**src/rtl/fetch_pkg.sv**
```systemverilog
// Shared types and constants for the instruction fetch path.
package fetch_pkg;

  localparam int DATA_W    = 32;
  localparam int ADDR_W    = 32;
  localparam int DEPTH_DEF = 4;
  localparam int PTR_W     = $clog2(DEPTH_DEF) + 1;

  // Canonical NOP (addi x0, x0, 0) that decode can insert as a bubble.
  localparam logic [DATA_W-1:0] NOP_INSTR = 32'h0000_0013;

  typedef struct packed {
    logic [ADDR_W-1:0] addr;
    logic [DATA_W-1:0] data;
    logic              filled;
  } fetch_entry_t;

  // Pointers carry one extra bit beyond the index so full and empty differ.
  function automatic int ptr_width(input int depth);
    return $clog2(depth) + 1;
  endfunction

endpackage

```
**src/rtl/instr_fetch_queue.sv**
```systemverilog
// Issues instruction-memory reads for the current PC and holds returned
// instructions, tagged with their PCs, in an in-order queue for decode.
module instr_fetch_queue
  import fetch_pkg::*;
#(
  parameter int DATA_WIDTH = DATA_W,
  parameter int ADDR_WIDTH = ADDR_W,
  parameter int DEPTH      = DEPTH_DEF
) (
  input  logic                  clk,
  input  logic                  rst,
  input  logic [ADDR_WIDTH-1:0] pc,
  input  logic                  flush,
  output logic                  pc_advance,
  output logic                  imem_req_valid,
  input  logic                  imem_req_ready,
  output logic [ADDR_WIDTH-1:0] imem_req_addr,
  input  logic                  imem_rsp_valid,
  input  logic [DATA_WIDTH-1:0] imem_rsp_data,
  output logic                  instr_valid,
  input  logic                  instr_ready,
  output logic [DATA_WIDTH-1:0] instr,
  output logic [ADDR_WIDTH-1:0] instr_pc
);

  localparam int P_W    = ptr_width(DEPTH);
  localparam int IDX_W  = P_W - 1;
  localparam int DROP_W = P_W + 1;

  logic [P_W-1:0]    alloc_ptr_reg, fill_ptr_reg, head_ptr_reg, count_reg;
  logic [DROP_W-1:0] drop_cnt_reg;

  logic [ADDR_WIDTH-1:0] addr_mem [DEPTH];
  logic [DATA_WIDTH-1:0] data_mem [DEPTH];
  logic                  filled_reg [DEPTH];

  logic [IDX_W-1:0]  alloc_idx, fill_idx, head_idx;
  logic [P_W-1:0]    outstanding;
  logic [DROP_W-1:0] drop_flush;
  logic              full, req_fire, deq, rsp_fill, rsp_drop;

  assign alloc_idx = alloc_ptr_reg[IDX_W-1:0];
  assign fill_idx  = fill_ptr_reg[IDX_W-1:0];
  assign head_idx  = head_ptr_reg[IDX_W-1:0];

  assign full           = (count_reg == P_W'(DEPTH));
  assign imem_req_valid = !rst && !flush && !full;
  assign imem_req_addr  = pc;
  assign req_fire       = imem_req_valid && imem_req_ready;
  assign pc_advance     = req_fire;

  assign instr_valid = (count_reg != '0) && filled_reg[head_idx];
  assign instr       = data_mem[head_idx];
  assign instr_pc    = addr_mem[head_idx];
  assign deq         = instr_valid && instr_ready && !flush;

  // Responses owed to wrong-path requests are swallowed before any is stored.
  assign rsp_drop    = imem_rsp_valid && (drop_cnt_reg != '0);
  assign rsp_fill    = imem_rsp_valid && (drop_cnt_reg == '0) && !flush;
  assign outstanding = alloc_ptr_reg - fill_ptr_reg;
  assign drop_flush  = drop_cnt_reg + DROP_W'(outstanding) - DROP_W'(imem_rsp_valid);

  always_ff @(posedge clk) begin
    if (rst) begin
      alloc_ptr_reg <= '0;
      fill_ptr_reg  <= '0;
      head_ptr_reg  <= '0;
      count_reg     <= '0;
      drop_cnt_reg  <= '0;
    end else if (flush) begin
      alloc_ptr_reg <= '0;
      fill_ptr_reg  <= '0;
      head_ptr_reg  <= '0;
      count_reg     <= '0;
      drop_cnt_reg  <= drop_flush;
    end else begin
      if (req_fire) alloc_ptr_reg <= alloc_ptr_reg + 1'b1;
      if (rsp_fill) fill_ptr_reg  <= fill_ptr_reg + 1'b1;
      if (deq)      head_ptr_reg  <= head_ptr_reg + 1'b1;
      if (rsp_drop) drop_cnt_reg  <= drop_cnt_reg - 1'b1;
      count_reg <= count_reg + P_W'(req_fire) - P_W'(deq);
    end
  end

  always_ff @(posedge clk) begin
    if (req_fire) addr_mem[alloc_idx] <= pc;
    if (rsp_fill && !rst) data_mem[fill_idx] <= imem_rsp_data;
  end

  // Fill targets an allocated, unfilled slot, so set and clear never collide.
  for (genvar gi = 0; gi < DEPTH; gi++) begin : g_filled
    always_ff @(posedge clk) begin
      if (rst || flush)
        filled_reg[gi] <= 1'b0;
      else if (rsp_fill && fill_idx == IDX_W'(gi))
        filled_reg[gi] <= 1'b1;
      else if ((deq && head_idx == IDX_W'(gi)) || (req_fire && alloc_idx == IDX_W'(gi)))
        filled_reg[gi] <= 1'b0;
    end
  end

  property p_no_orphan_rsp;
    @(posedge clk) disable iff (rst)
      !(imem_rsp_valid && drop_cnt_reg == '0 && outstanding == '0);
  endproperty
  a_no_orphan_rsp: assert property (p_no_orphan_rsp);

endmodule

```
**config.mk**
```make
export PLATFORM = sky130hd
export DESIGN_NAME = instr_fetch_queue
export DESIGN_NICKNAME = d
export VERILOG_FILES = /design/src/rtl/fetch_pkg.sv /design/src/rtl/instr_fetch_queue.sv
export SDC_FILE = /design/constraint.sdc
export NUM_CORES = 1
export LEC_CHECK = 0
export CORE_ASPECT_RATIO = 0.7
export CORE_UTILIZATION = 55
export DETAILED_ROUTE_END_ITERATION = 7
export DONT_BUFFER_PORTS = 1
export HOLD_SLACK_MARGIN = 0.02
export PLACE_DENSITY = 0.81
export SYNTH_ARGS = -nofsm -noshare
export SYNTH_HDL_FRONTEND = slang
export SYNTH_SLANG_ARGS = --single-unit
export TNS_END_PERCENT = 100
```
**constraint.sdc**
```tcl
create_clock -name clk -period 3.86 [get_ports clk]
set_clock_uncertainty 0.2 [all_clocks]
set_input_delay 0.386 -clock clk [delete_from_list [all_inputs] [get_ports clk]]
set_output_delay 0.386 -clock clk [all_outputs]
set_load 0.1 [all_outputs]
```
==> metrics.cfg <==
[route]
viasPerCell=5.73
ant_nets=0
drt_iter0_drc=451
wl_per_cell_um=22.4
drc=0
drt-total-wl_mm=19.3
drt_pass1_iterations=4
num_vias=4940

[global_route]
grt_pass1_vias=5250
grt_util_all_layers_pct=19.8
antenna_found_initial=3
grt_start_max_net_pins=65
grt_pass1_wl_mm=30.2
globalRouteOverflowTotal=0

[layout]
mostFrequentLayoutCells=edfxtp_1 (260), dlygate4sd3_1 (68), mux4_2 (65)
final_nets=673
drive_gt1_share_pct=21.0
nFillCells=1217
register_area_mm2=0.00816
multi_input_area_mm2=0.00235
mostFrequentLayoutCell=edfxtp_1
reg.largest.list=addr_mem: 128 flops, data_mem: 128 flops
area_growth_pct=14.7

[pwr]
vdd_drop_max_mv=0.279
p_leak_nw=4.00
swShare_pct=21.6
pwr-share-clk_pct=39.4
p_per_area_mw_per_mm2=506
total_power_mw=6.33
p_sw_mw=1.37
p_int_mw=4.96
seqPwrFrac_pct=52.9
p_comb_share_pct=7.7

[yosys]
synth_edf_count=260
synth_seq_area_share_pct=74.7
synth_flop_cell=edfxtp_1
ys_ff_latch=277
synthArstFlopShare_pct=0
synth_cell_types=37
avgSynthCellArea_um2=20.8
syn_area_mm2=0.0109
synth_nets=620
synthCells=524
yosys_warnings=0

[floorplan]
io_pins=169
design.core.area_mm2=0.0192
std_cell_rows=42
die_w_um=170
design.die.area_mm2=0.0204
die_h_um=120
initial_utilization_pct=56.9

[clock_tree]
post_cts_buffers=0
cts_root_buf=clkbuf_16
clk_path_buf_depth=3
path_clk_slew_ns=0.06
clock_sinks=277
cts_buffers=25
cts_tree=done
clock_latency_ns=0.50
htree_levels=1

[setup_path]
crit_arrival_ns=3.65
reg2reg_to=drop_cnt_reg[3]
crit_cells=13
cp.buffers_inverters=5
r2r_start=alloc_ptr_reg[0]
regToRegSetupSlack_ns=0.46
path_common_cell=inv_1
slowest_delay_ns=0.57
critPathLaunchType=flip-flop
crit_family=adder cells
r2r_cells=13
path_class=reg -> reg
crit_path_end_kind=flip-flop
critical_path.cell_chain=inv_1, ha_1, inv_1, fa_1, inv_1, ha_1, inv_1, ha_1, a21o_1, a21oi_1, xnor2_1, a211oi_1, dlygate4sd3_1
cp.required_ns=4.11
critPathMaxFanout=4
cp_slowest_cell=dlygate4sd3_1

[timing]
finalHoldViolCount=0
fmax_mhz=294
finalCritPeriodShare_pct=88.2
tightest_slew_ns=1.00
finalSetupViolCount=0
setup_tns_ns=0
slew_headroom_pct=33.0
slew_violations=0
period_needed_ns=3.40
grt_setup_unrepaired=no

[outcome]
status=finished, final reports clean

[placed_design]
gp_congestion=0.791
dpl.hpwl_mm=11.4
io_buffers=0

[worst_hold_path]
hold_path_class=in -> reg
min_to=filled_reg[0]
worstHoldStart=rst
worstHoldPathCells=2

[run]
cap_violations=0

## per-stage QoR
step	instance area, um2	utilization (%)	worst slack, ns	hold WS [ns]	std cells
finish	12500	65.2	0.456	0.0585	862
global route	12500	65.2	0.280	0.0624	861
CTS	12500	65.2	0.495	0.0367	860
detailed placement	11000	57.3	1.03	0.266	746
global placement	11000	57.3	1.12	0.261	746
floorplan	10900	-	0.855	0.259	524
## what timing repair did
item,4_1_cts,5_1_grt
gates resized for setup,0,0
endpoints found under the hold margin,267,0
hold buffers,68,0
## synthesized netlist by cell type (2+ instances only)
library cell / n / area (um2)
o21a_1: 2 / 15.0
mux4_2: 65 / 1460
a21oi_1: 4 / 20.0
buf_2: 7 / 35.0
xor2_1: 3 / 26.3
a221oi_1: 2 / 17.5
nand4_1: 2 / 12.5
fa_1: 3 / 60.1
edfxtp_1: 260 / 7810
buf_4: 32 / 240
a211oi_1: 4 / 30.0
nand2_1: 11 / 41.3
buf_6: 2 / 22.5
nor2b_1: 4 / 25.0
and2_1: 8 / 50.1
clkbuf_1: 10 / 37.5
o31ai_1: 2 / 15.0
ha_1: 23 / 288
and2_2: 3 / 22.5
nor3_1: 3 / 15.0
inv_1: 23 / 86.3
dfxtp_1: 17 / 340
nor2_1: 11 / 41.3
xnor2_1: 10 / 87.6
## cells by family after synthesis
logic type / Yosys count / share of synthesized area, %
mux: 66 / 13.5
simple gates: 51 / 2.60
compound gates: 17 / 1.14
xor+xnor: 13 / 1.04
flops: 277 / 74.7
buf+inv: 74 / 3.86
fa+ha+maj: 26 / 3.19
## per-layer routing
metal	GRT usage (%)	vias to the layer above	share of wire (%)
met3	4.52	27	6.2
met2	33.0	166	51
li1	-	2159	-
met5	0	-	0.067
met4	4.22	2	1.5
met1	27.0	2586	41
## power by group through the flow
stage | sequential [mW] | clock [mW] | combinational, mW
2_1_floorplan | 3.41 | 0 | 0.498
3_3_place_gp | 3.41 | 0 | 0.373
3_5_place_dp | 3.41 | 0 | 0.394
4_1_cts | 3.35 | 2.53 | 0.486
5_1_grt | 3.35 | 2.65 | 0.520
6_report | 3.35 | 2.49 | 0.487
## worst max-delay path by stage
stage,start,to
2_1_floorplan,flush,data_mem[1][0]
3_3_place_gp,flip-flop,count_reg[2]
3_5_place_dp,alloc_ptr_reg[0],drop_cnt_reg[3]
4_1_cts,alloc_ptr_reg[0],drop_cnt_reg[3]
5_1_grt,alloc_ptr_reg[0],drop_cnt_reg[3]
6_report,alloc_ptr_reg[0],drop_cnt_reg[3]
## area by class of cell
type	instances	area share (%)
clock inverter	17	1.47
antenna	2	0.0400
inverter	23	0.690
sequential	277	65.2
timing repair buffer	77	5.98
multi-input combinational	173	18.8
clock buffer	29	5.20
tap	264	2.64
Note: power is estimated with default switching activity, not from simulation.
